**config.mk**
```make
export PLATFORM = sky130hd
export DESIGN_NAME = mmio_dbus_bridge
export DESIGN_NICKNAME = d
export VERILOG_FILES = /design/src/rtl/mmio_dbus_bridge.sv
export SDC_FILE = /design/constraint.sdc
export NUM_CORES = 1
export LEC_CHECK = 0
export CORE_MARGIN = 8
export CORE_UTILIZATION = 54
export CTS_BUF_LIST = sky130_fd_sc_hd__clkbuf_2
export CTS_CLUSTER_DIAMETER = 150
export CTS_CLUSTER_SIZE = 25
export DETAILED_ROUTE_END_ITERATION = 12
export HOLD_SLACK_MARGIN = 0.06
export MAX_ROUTING_LAYER = met4
export PLACE_DENSITY = 0.89
export SYNTH_ARGS = -nofsm -noshare
export SYNTH_HDL_FRONTEND = slang
export SYNTH_SLANG_ARGS = --single-unit
```
**constraint.sdc**
```tcl
create_clock -name clk -period 5.84 [get_ports clk]
set_input_delay 0.584 -clock clk [delete_from_list [all_inputs] [get_ports clk]]
set_output_delay 0.584 -clock clk [all_outputs]
set_load 0.1 [all_outputs]
```
**src/rtl/mmio_dbus_bridge.sv**
```systemverilog
// Data-bus decoder between the RV32 core data port, external RAM and a small
// MMIO block (buffered UART transmitter, cycle counter, baud divisor).
module mmio_dbus_bridge #(
  parameter logic [31:0] RAM_BASE   = 32'h0000_0000,
  parameter int          RAM_AW     = 12,
  parameter logic [31:0] MMIO_BASE  = 32'h1000_0000,
  parameter int          FIFO_DEPTH = 8,
  parameter int          CLK_DIV    = 16
) (
  input  logic        clk,
  input  logic        clrn,
  input  logic        data_ce_i,
  input  logic        data_we_i,
  input  logic [31:0] data_addr_i,
  input  logic [31:0] data_wdata_i,
  output logic [31:0] data_rdata_o,
  output logic        ram_ce_o,
  output logic        ram_we_o,
  output logic [31:0] ram_addr_o,
  output logic [31:0] ram_wdata_o,
  input  logic [31:0] ram_rdata_i,
  output logic        uart_tx_o
);

  localparam int PTR_W = $clog2(FIFO_DEPTH);
  localparam logic [PTR_W:0] PTR_ONE = 1;

  typedef enum logic [1:0] {S_IDLE, S_START, S_DATA, S_STOP} state_e;

  // ---------------------------------------------------------------- decode
  logic ram_hit, mmio_hit, mmio_wr;
  logic wr_txdata, wr_status, wr_cycle, wr_baud;

  assign ram_hit  = (data_addr_i[31:RAM_AW] == RAM_BASE[31:RAM_AW]);
  assign mmio_hit = (data_addr_i[31:4] == MMIO_BASE[31:4]) && !ram_hit;
  assign mmio_wr  = data_ce_i && data_we_i && mmio_hit;

  assign wr_txdata = mmio_wr && (data_addr_i[3:2] == 2'd0);
  assign wr_status = mmio_wr && (data_addr_i[3:2] == 2'd1);
  assign wr_cycle  = mmio_wr && (data_addr_i[3:2] == 2'd2);
  assign wr_baud   = mmio_wr && (data_addr_i[3:2] == 2'd3);

  assign ram_ce_o    = data_ce_i && ram_hit;
  assign ram_we_o    = data_we_i && ram_ce_o;
  assign ram_addr_o  = data_addr_i;
  assign ram_wdata_o = data_wdata_i;

  // ---------------------------------------------------------------- state
  state_e        state_q, state_d;
  logic [15:0]   cnt_q, cnt_d;
  logic [15:0]   div_lat_q, div_lat_d;
  logic [2:0]    bit_idx_q, bit_idx_d;
  logic [7:0]    shift_q, shift_d;
  logic          tx_q, tx_d;
  logic [PTR_W:0] wr_ptr_q, wr_ptr_d, rd_ptr_q, rd_ptr_d;
  logic          ovf_q, ovf_d;
  logic [31:0]   cycle_q, cycle_d;
  logic [15:0]   baud_q, baud_d;

  logic [7:0]    fifo_mem [FIFO_DEPTH];
  logic          fifo_empty, fifo_full, push, pop, busy;
  logic [15:0]   div_eff;

  assign fifo_empty = (wr_ptr_q == rd_ptr_q);
  assign fifo_full  = (wr_ptr_q[PTR_W] != rd_ptr_q[PTR_W]) &&
                      (wr_ptr_q[PTR_W-1:0] == rd_ptr_q[PTR_W-1:0]);
  // A pop in the same cycle frees the slot, so a push into a full FIFO survives.
  assign push    = wr_txdata && (!fifo_full || pop);
  assign busy    = (state_q != S_IDLE);
  assign div_eff = (baud_q == 16'd0) ? 16'd1 : baud_q;

  // NOTE: storage arrays carry no reset; pointers alone define valid contents.
  always_ff @(posedge clk) begin
    if (push) fifo_mem[wr_ptr_q[PTR_W-1:0]] <= data_wdata_i[7:0];
  end

  // ---------------------------------------------------------------- registers
  always_comb begin
    // NOTE: every comb output gets a default first, so no path can infer a latch.
    wr_ptr_d = wr_ptr_q;
    rd_ptr_d = rd_ptr_q;
    if (push) wr_ptr_d = wr_ptr_q + PTR_ONE;
    if (pop)  rd_ptr_d = rd_ptr_q + PTR_ONE;

    ovf_d = ovf_q;
    if (wr_status && data_wdata_i[3]) ovf_d = 1'b0;
    if (wr_txdata && fifo_full && !pop) ovf_d = 1'b1;

    cycle_d = wr_cycle ? data_wdata_i : cycle_q + 32'd1;
    baud_d  = wr_baud ? data_wdata_i[15:0] : baud_q;
  end

  // ---------------------------------------------------------------- serializer next state
  always_comb begin
    state_d   = state_q;
    cnt_d     = cnt_q;
    bit_idx_d = bit_idx_q;
    shift_d   = shift_q;
    div_lat_d = div_lat_q;
    pop       = 1'b0;
    case (state_q)
      S_IDLE: begin
        if (!fifo_empty) begin
          pop     = 1'b1;
          state_d = S_START;
        end
      end
      S_START: begin
        if (cnt_q == 16'd0) begin
          state_d   = S_DATA;
          bit_idx_d = 3'd0;
          cnt_d     = div_lat_q - 16'd1;
        end else begin
          cnt_d = cnt_q - 16'd1;
        end
      end
      S_DATA: begin
        if (cnt_q == 16'd0) begin
          cnt_d = div_lat_q - 16'd1;
          if (bit_idx_q == 3'd7) state_d = S_STOP;
          else                   bit_idx_d = bit_idx_q + 3'd1;
        end else begin
          cnt_d = cnt_q - 16'd1;
        end
      end
      S_STOP: begin
        if (cnt_q == 16'd0) begin
          if (!fifo_empty) begin
            pop     = 1'b1;
            state_d = S_START;
          end else begin
            state_d = S_IDLE;
          end
        end else begin
          cnt_d = cnt_q - 16'd1;
        end
      end
      default: state_d = S_IDLE;
    endcase
    // The divisor is sampled only when a frame begins.
    if (pop) begin
      shift_d   = fifo_mem[rd_ptr_q[PTR_W-1:0]];
      div_lat_d = div_eff;
      cnt_d     = div_eff - 16'd1;
    end
  end

  // ---------------------------------------------------------------- serializer output
  always_comb begin
    tx_d = 1'b1;
    case (state_d)
      S_START: tx_d = 1'b0;
      S_DATA:  tx_d = shift_d[bit_idx_d];
      default: tx_d = 1'b1;
    endcase
  end

  // NOTE: sequential state uses non-blocking assignments only.
  always_ff @(posedge clk or negedge clrn) begin
    if (!clrn) begin
      state_q   <= S_IDLE;
      cnt_q     <= '0;
      div_lat_q <= 16'd1;
      bit_idx_q <= '0;
      shift_q   <= '0;
      tx_q      <= 1'b1;
      wr_ptr_q  <= '0;
      rd_ptr_q  <= '0;
      ovf_q     <= 1'b0;
      cycle_q   <= '0;
      baud_q    <= 16'(CLK_DIV);
    end else begin
      state_q   <= state_d;
      cnt_q     <= cnt_d;
      div_lat_q <= div_lat_d;
      bit_idx_q <= bit_idx_d;
      shift_q   <= shift_d;
      tx_q      <= tx_d;
      wr_ptr_q  <= wr_ptr_d;
      rd_ptr_q  <= rd_ptr_d;
      ovf_q     <= ovf_d;
      cycle_q   <= cycle_d;
      baud_q    <= baud_d;
    end
  end

  assign uart_tx_o = tx_q;

  // ---------------------------------------------------------------- read mux
  always_comb begin
    data_rdata_o = '0;
    if (data_ce_i) begin
      if (ram_hit) begin
        data_rdata_o = ram_rdata_i;
      end else if (mmio_hit) begin
        case (data_addr_i[3:2])
          2'd1:    data_rdata_o = {28'b0, ovf_q, busy, fifo_full, fifo_empty};
          2'd2:    data_rdata_o = cycle_q;
          2'd3:    data_rdata_o = {16'b0, baud_q};
          default: data_rdata_o = '0;
        endcase
      end
    end
  end

endmodule
```
# [Word-level counts from Yosys, hierarchy flattened]
# Memory sizes are Yosys's and may differ from the RTL's.
# Cells that the tools add are included.
[totals] reg_bits=103 mem_bits_rw=64 inputBits=100 output_inout_bits=99 wordCells=94 memories=1
[memory_table] memory="fifo_mem" depth=8 word_bits=8 rd=1 rd_ports_with_merged_regs=0 wr=1 line_no="60" text="logic [7:0] fifo_mem [FIFO_DEPTH];"
[classes] addsub=7 magnitude_cmp=1 eq_ne=14 n_mux=32 n_reduce_logical=28
[op_table] op="32-bit 2-to-1 mux" count=4
[op_table] op="32-bit case mux with 3 select lines" count=1
[op_table] op="16-bit 2-to-1 mux" count=4
[op_table] op="16-bit by 1-bit subtractor with 16-bit output (second input constant)" count=3
[op_table] op="32-bit by 1-bit adder with 32-bit output (second input constant)" count=1
[op_table] op="16-bit zero test" count=2
[op_table] op="16-bit case mux with 2 select lines" count=1
[op_table] op="28-bit by 25-bit == test with 1-bit output (second input constant)" count=1
[op_table] op="20-bit zero test" count=1
[op_table] op="1-bit logical AND" count=14
[op_table] op="2-bit == test (second input constant)" count=5
[op_table] op="2-bit 2-to-1 mux" count=5
[op_table] op="3-bit 2-to-1 mux" count=3
[op_table] op="4-bit by 1-bit adder with 4-bit output (second input constant)" count=2
[op_table] op="1-bit 2-to-1 mux" count=8
[op_table] op="8-bit 2-to-1 mux" count=1
[op_table] op="2-bit case mux with 4 select lines" count=1
[op_table] op="2-bit by 1-bit == test with 1-bit output (second input constant)" count=3
[op_table] op="3-bit case mux with 2 select lines" count=1
[op_table] op="4-bit == test" count=1
[op_table] op="2-bit zero test" count=2
[op_table] op="3-bit by 4-bit < comparator with 1-bit output (second input constant)" count=1
[op_table] op="1-bit case mux with 2 select lines" count=2
[op_table] op="2-bit nonzero test" count=2
[op_table] op="11 further kinds" count=13

# [Logic depth before layout (Yosys ltp)]
# Gate-level depths: netlist of the first run.
[logic_depth] word_depth=8 mapped_depth=12 mapped_depth_nobuf=11

# [Worst setup path before layout of the first run]
# OpenSTA, ideal clock, no wires.
[synth_timing] path_kind="input port to output port" from="input port data_addr_i[23]" to="output port data_rdata_o[10]" t_arrival_ns=4.266 required_ns=5.256 slack_ns=0.990 stages=7 path_buffers=2 path_cell_list="nor4_1 nand3_1 or4_1 or2_2 clkbuf_1 clkbuf_1 o21ai_0"
[synth_between] elab_chain_cells=6 word_cells_on_any_way=7 cone_classes="1 x eq/ne; 3 x mux; 3 x reduce/logical"
[synth_lines] element="start, declared" line_no="14" text="input logic [31:0] data_addr_i,"
[synth_lines] element="20-bit zero test" line_no="34" text="assign ram_hit = (data_addr_i[31:RAM_AW] == RAM_BASE[31:RAM_AW]);"
[synth_lines] element="1-bit zero test" line_no="35" text="assign mmio_hit = (data_addr_i[31:4] == MMIO_BASE[31:4]) && !ram_hit;"
[synth_lines] element="1-bit logical AND" line_no="35"
[synth_lines] element="32-bit 2-to-1 mux" line_no="195" text="end else if (mmio_hit) begin"
[synth_lines] element="32-bit 2-to-1 mux (*)" line_no="193" text="if (ram_hit) begin"
[synth_lines] element="32-bit 2-to-1 mux (*)" line_no="192" text="if (data_ce_i) begin"
[synth_lines] element="end, declared" line_no="16" text="output logic [31:0] data_rdata_o,"
# Every way passes the cells marked *; elsewhere a longest branch is shown, timed or not.

# [Final worst setup path of the first run]
[layout_timing] from="register rd_ptr_q[0]" to="output port data_rdata_o[0]"
[layout_between] elab_chain_cells=5
[layout_lines] element="start, declared" line_no="55" text="logic [PTR_W:0] wr_ptr_q, wr_ptr_d, rd_ptr_q, rd_ptr_d;"
[layout_lines] element="start signal, assigned" line_no="180" text="rd_ptr_q <= rd_ptr_d;"
[layout_lines] element="4-bit == test" line_no="64" text="assign fifo_empty = (wr_ptr_q == rd_ptr_q);"
[layout_lines] element="32-bit case mux with 3 select lines" line_no="196" text="case (data_addr_i[3:2])"
[layout_lines] element="32-bit 2-to-1 mux" line_no="195"
[layout_lines] element="32-bit 2-to-1 mux" line_no="193"
[layout_lines] element="32-bit 2-to-1 mux" line_no="192"
# Every way passes these cells.

==> impl_metrics.env, run 1 <==
export IMPL_status="finished clean"
export IMPL_grt_first_pass_wirelength_mm=39.3
export IMPL_setup_violations=0
export IMPL_ys_ff_latch=167
export IMPL_place_congestion=0.938
export IMPL_die_area_um2=21500
export IMPL_numClockSinks=167
export IMPL_async_flop_share=0.617
export IMPL_critPathMaxFanout=16
export IMPL_clock_fmax_mhz=213
export IMPL_clockBufferDepth=2
export IMPL_ys_flop_type="dfrtp_1"
export IMPL_setup_worst_path_end_class="output port"
export IMPL_antenna_found_initial=1
export IMPL_irDropWorstVdd_mv=0.203
export IMPL_dr_first_iter_drc_count=703
export IMPL_drc=0
export IMPL_crit_required_ns=5.26
export IMPL_p_leak_nw=4.65
export IMPL_vias=7289
export IMPL_postSynthAreaPerCell_um2=10.4
export IMPL_drv_slew=0
export IMPL_hold_viol=0
export IMPL_yosysSeqAreaShare=0.488
export IMPL_fin_skew_ns=0.0311
export IMPL_htreeDepth=4
export IMPL_power_density_nw_per_um2=264
export IMPL_routedWlPerCell_um=19.8
export IMPL_synth_area_leaders="dfrtp_1, edfxtp_1, buf_4"
export IMPL_ys_types=65
export IMPL_area_growth_pct=20.5
export IMPL_arrival_ns=4.11
export IMPL_die_y_um=147
export IMPL_power_total_mw=2.94
export IMPL_reg2reg_slack_ns=1.46
export IMPL_firstDrtPassIters=5
export IMPL_synth_top_area_frac=0.271
export IMPL_grt_pass1_vias=7445
export IMPL_overflow=0
export IMPL_start_util=0.543
export IMPL_dieWidth_um=147
export IMPL_min_path_type="input port to register"
export IMPL_antenna_left=0
export IMPL_final_area_um2=11100
export IMPL_r2r_start="state_q[1]"
export IMPL_viasPerCell=5.80
export IMPL_hpwl_mm=18.7
export IMPL_holdWs_ns=0.367
export IMPL_cts_clk_slew_worst_paths_ns=0.26
export IMPL_grt_max_degree=64
export IMPL_slew_headroom=0.223
export IMPL_core_rowCount=48
export IMPL_clk_latency_ns=0.78
export IMPL_n_fill_cell=1209
export IMPL_rsz0062_at_grt="no"
export IMPL_core_area_um2=17000
export IMPL_cts_buffers=17
export IMPL_synth_top_area_cell="dfrtp_1"
export IMPL_yosysMostFrequentCell="nand2_1"
export IMPL_path_class="register to output port"
export IMPL_worstRegToRegCells=10
export IMPL_drv_cap=0
export IMPL_drt_total_wl_mm=24.8
export IMPL_synthCells=891
export IMPL_synth_common_cells="nand2_1, dfrtp_1, nor2_1"
export IMPL_fin_tns_setup_ns=0
export IMPL_final_nets=1130
export IMPL_yosys_warnings=0
export IMPL_crit_end="data_rdata_o[0]"
export IMPL_r2r_end="fifo_mem[4][2]"
export IMPL_grt_usage=0.237
export IMPL_cp_start_kind="register"
export IMPL_dpl_cell_area_um2=10900
export IMPL_ios=199
export IMPL_drive_above_1_share=0.130
export IMPL_cts_tree="done"
export IMPL_critPathLaunch="rd_ptr_q[0]"
export IMPL_synth_nets=1003
export IMPL_synth_edf_count=64
export IMPL_finalCritPeriodShare=0.805
export IMPL_min_period_ns=4.70
export IMPL_port_buffers=194
export IMPL_worst_slew_pin_transition_ns=1.16
export IMPL_cts_root_buffer="clkbuf_2"
export IMPL_synth_area_um2=9230
-- layout make-up --
cell class	count	area (um2)	share of cell area
multi-input cells	594	4000	0.359
clock inverters	15	151	0.0136
repair buffers	212	2010	0.180
inverters	26	97.6	0.00877
flip-flops and latches	167	4500	0.405
well taps	225	282	0.0253
clock buffers	17	85.1	0.00765
diodes	1	2.50	0.000225
-- where the power goes --
group / switching, mW / leakage [nW] / internal (mW)
clock network: 0.473 / 0.146 / 0.142
logic: 0.699 / 2.52 / 0.323
registers: 0.0353 / 1.98 / 1.26
total: 1.21 / 4.65 / 1.73
-- worst max-delay path, stage by stage, from the launching register on --
cell	delay [ns]
dfrtp_1	0.43
buf_4	0.23
xor2_1	0.19
or4_1	0.70
o21ai_0	0.27
a22oi_1	0.18
o21ai_0	0.18
clkdlybuf4s50_1	1.17
-- registers in the layout (all words and copies together) (netlist names), 4 cells and up --
register   cells
cycle_q       32
wr_ptr_q       4
rd_ptr_q       4
cnt_q         16
baud_q        16
shift_q        8
div_lat_q     16
fifo_mem      64
-- logic make-up after synthesis --
group / Yosys count / share of synthesized area
AOI/OAI and AO/OA: 159 / 0.110
xor gates and xnor gates: 62 / 0.0588
adders and majority gates: 12 / 0.0163
buffers and inverters: 130 / 0.0801
DFF: 167 / 0.488
muxes: 63 / 0.0935
and+or+nand+nor: 298 / 0.154
-- cells in the final DEF, fill, tap and decap left out, types with 8 or more instances in the layout --
cell type / netlist / routed
clkdlybuf4s50_1: 0 / 165
nand2_1: 101 / 100
dfrtp_1: 100 / 100
nor2_1: 85 / 85
edfxtp_1: 64 / 64
a21oi_1: 57 / 57
buf_4: 64 / 46
o21ai_0: 41 / 41
xor2_1: 33 / 33
xnor2_1: 29 / 29
inv_1: 26 / 26
mux2i_1: 24 / 24
mux2_2: 22 / 22
nor3_1: 20 / 19
nand3_1: 18 / 18
clkbuf_2: 0 / 17
mux4_2: 16 / 16
a22o_1: 16 / 16
nor4_1: 12 / 12
ha_1: 12 / 12
or4_1: 8 / 8
or3_1: 8 / 8
a211oi_1: 8 / 8
-- worst min path at each step --
stage	start	endpoint	cells after the start
2_1_floorplan	clrn	baud_q[0]	0
3_3_place_gp	wr_ptr_q[3]	wr_ptr_q[3]	1
3_5_place_dp	shift_q[6]	shift_q[6]	2
4_1_cts	data_wdata_i[20]	cycle_q[20]	3
5_1_grt	data_wdata_i[20]	cycle_q[20]	3
6_report	data_wdata_i[20]	cycle_q[20]	3
-- through the flow --
stage	util	cells	setup WS [ns]
detailed placement	0.640	1223	1.35
global placement	0.640	1223	1.50
global route	0.655	1257	1.02
CTS	0.654	1256	1.16
floorplan	-	891	0.990
finish	0.655	1257	1.14
-- routing by layer --
metal | up-vias | track usage | part of all wire
met5 | - | - | 0
met4 | 0 | 0.0958 | 0.035
met3 | 68 | 0.0523 | 0.059
met2 | 341 | 0.396 | 0.51
met1 | 3501 | 0.272 | 0.39
li1 | 3379 | - | -
-- what timing repair did --
action / 4_1_cts / 5_1_grt
hold endpoints to repair: 58 / 0
endpoints found under the setup margin: 0 / 0
buffers inserted: 0 / 0
gates resized for setup: 0 / 0
hold buffers: 1 / 0
Power figures use the tool's default switching activity.
==> run 2: changes to the inputs <==
--- a/config.mk
+++ b/config.mk
@@ -6,14 +6,14 @@
 export NUM_CORES = 1
 export LEC_CHECK = 0
 export CORE_MARGIN = 8
-export CORE_UTILIZATION = 54
+export CORE_UTILIZATION = 48
 export CTS_BUF_LIST = sky130_fd_sc_hd__clkbuf_2
 export CTS_CLUSTER_DIAMETER = 150
 export CTS_CLUSTER_SIZE = 25
 export DETAILED_ROUTE_END_ITERATION = 12
 export HOLD_SLACK_MARGIN = 0.06
 export MAX_ROUTING_LAYER = met4
-export PLACE_DENSITY = 0.89
+export PLACE_DENSITY = 0.84
 export SYNTH_ARGS = -nofsm -noshare
 export SYNTH_HDL_FRONTEND = slang
 export SYNTH_SLANG_ARGS = --single-unit
==> constraint.sdc (replaced) <==
create_clock -name clk -period 4.2 [get_ports clk]
set_input_delay 0.42 -clock clk [delete_from_list [all_inputs] [get_ports clk]]
set_output_delay 0.42 -clock clk [all_outputs]
set_load 0.1 [all_outputs]
==> run 2 against run 1 <==
  * Flip-flop and latch count is the same
  * Total power grew 42%
  * Worst setup slack lost 0.64 ns
  * Largest power group unchanged
==> impl_metrics.env, run 2 (synthesis results as in run 1) <==
export IMPL_status="finished clean"
export IMPL_n_fill_cell=1478
export IMPL_timing_critical_path_buf_inv=3
export IMPL_fin_cells=1276
export IMPL_antenna_found_initial=1
export IMPL_grt_max_degree=45
export IMPL_drc=0
export IMPL_drv_slew=0
export IMPL_path_class="input port to output port"
export IMPL_fin_ws_ns=0.505
export IMPL_worst_slew_pin_transition_ns=1.05
export IMPL_post_place_cells=1242
export IMPL_top_usage_layer="met2"
export IMPL_power_density_nw_per_um2=358
export IMPL_hold_viol=0
export IMPL_core_area_um2=18800
export IMPL_clk_latency_ns=0.80
export IMPL_slew_headroom=0.301
export IMPL_routedWlPerCell_um=19.5
export IMPL_area_growth_pct=25.8
export IMPL_numClockSinks=167
export IMPL_htreeDepth=4
export IMPL_cts_buffers=17
export IMPL_vias=7239
export IMPL_final_common_cell="clkdlybuf4s50_1"
export IMPL_setup_worst_path_end_class="output port"
export IMPL_arrival_ns=3.28
export IMPL_min_period_ns=3.70
export IMPL_p_leak_nw=4.81
export IMPL_power_total_mw=4.16
export IMPL_min_path_type="input port to asynchronous set/reset pin"
export IMPL_cp_start_kind="input port"
export IMPL_largest_register_ffs=64
export IMPL_finalCritPeriodShare=0.880
export IMPL_place_ws_ns=0.421
export IMPL_start_util=0.492
export IMPL_drv_cap=0
export IMPL_fin_skew_ns=0.0433
export IMPL_reg2reg_slack_ns=0.78
export IMPL_critPathMaxFanout=14
export IMPL_clock_fmax_mhz=271
export IMPL_dieWidth_um=155
export IMPL_place_congestion=0.895
export IMPL_cts_resized_gates=0
export IMPL_die_area_um2=23900
export IMPL_cts_root_buffer="clkbuf_2"
export IMPL_most_common_layout_cells="clkdlybuf4s50_1, nand2_1, dfrtp_1"
export IMPL_viasPerCell=5.67
export IMPL_dr_first_iter_drc_count=571
export IMPL_hpwl_mm=19.2
export IMPL_cts_setup_buffers=0
export IMPL_firstDrtPassIters=5
export IMPL_drive_above_1_share=0.145
export IMPL_ios=199
export IMPL_grt_pass1_vias=7347
export IMPL_antenna_left=0
export IMPL_dpl_cell_area_um2=11300
export IMPL_cts_clk_slew_worst_paths_ns=0.26
export IMPL_crit_required_ns=3.78
export IMPL_final_area_um2=11600
export IMPL_grt_first_pass_wirelength_mm=39.3
export IMPL_rsz0062_at_grt="no"
export IMPL_drt_total_wl_mm=24.9
export IMPL_use_met2=0.369
export IMPL_utilization=0.619
export IMPL_port_buffers=194
export IMPL_met1_usage=0.251
export IMPL_cp_top_family="simple AND/OR/NAND/NOR gates"
export IMPL_slowest_stage="or4_1"
export IMPL_final_nets=1140
export IMPL_grt_usage=0.215
export IMPL_setup_violations=0
export IMPL_die_y_um=155
export IMPL_core_rowCount=50
export IMPL_overflow=0
export IMPL_cts_tree="done"
export IMPL_path_cells="clkdlybuf4s50_1 > nor4b_1 > nand2_1 > or4_1 > or2_2 > nor2_1 > buf_4 > a22o_1 > buf_12"
export IMPL_irDropWorstVdd_mv=0.351
export IMPL_grt_use_met3=0.0404
export IMPL_slowest_delay_ns=0.58
export IMPL_clockBufferDepth=2
run 2: cell types whose count changed in the layout (fill, tap and decap cells not counted), sizes merged:
cell	delta
buf	+17
clkinv	+1
clkdlybuf4s50	-7
clkinvlp	-1
run 2: metrics by stage:
| stage | hold WS (ns) | setup TNS, ns |
|---|---|---|
| 6_report | 0.124 | 0 |
| 5_1_grt | 0.149 | 0 |
| 4_1_cts | 0.0966 | 0 |
| 3_5_place_dp | 0.437 | 0 |
| 3_3_place_gp | 0.433 | 0 |
| 2_1_floorplan | 0.124 | -3.52 |
run 2: worst paths after layout:
kind / startpoint / to / cells after the start
worst max-delay path: data_addr_i[13] / data_rdata_o[28] / 9
worst min-delay path: clrn / state_q[1] / 2
min in group clk: data_wdata_i[21] / cycle_q[21] / 3
worst max register to register: cnt_q[0] / uart_tx_o / 10
max in group asynchronous: clrn / div_lat_q[6] / 3
worst min register to register: cycle_q[0] / cycle_q[0] / 1
run 2: power breakdown:
| part | switching (mW) | total (mW) | internal [mW] |
|---|---|---|---|
| Combinational | 0.965 | 1.45 | 0.486 |
| Sequential | 0.0455 | 1.80 | 1.76 |
| Clock | 0.689 | 0.905 | 0.216 |
| Total | 1.70 | 4.16 | 2.46 |
run 2: layer usage:
layer | share of wire | wire length (um)
met5 | 0 | 0
met1 | 0.41 | 10200
met3 | 0.051 | 1280
met4 | 0.024 | 596
met2 | 0.52 | 12800
run 2: what timing repair did:
action,in CTS,in global routing
endpoints found under the setup margin,0,0
hold buffers,1,0
hold endpoints to repair,55,0
run 2: final cells by class:
| class | instances | area, um2 | share of cell area |
|---|---|---|---|
| diodes | 1 | 2.50 | 0.000216 |
| repair buffers | 222 | 2450 | 0.211 |
| flip-flops and latches | 167 | 4500 | 0.388 |
| inverters | 26 | 97.6 | 0.00841 |
| clock buffers | 17 | 85.1 | 0.00733 |
| multi-input cells | 594 | 4000 | 0.344 |
| clock inverters | 15 | 181 | 0.0156 |
| well taps | 234 | 293 | 0.0252 |
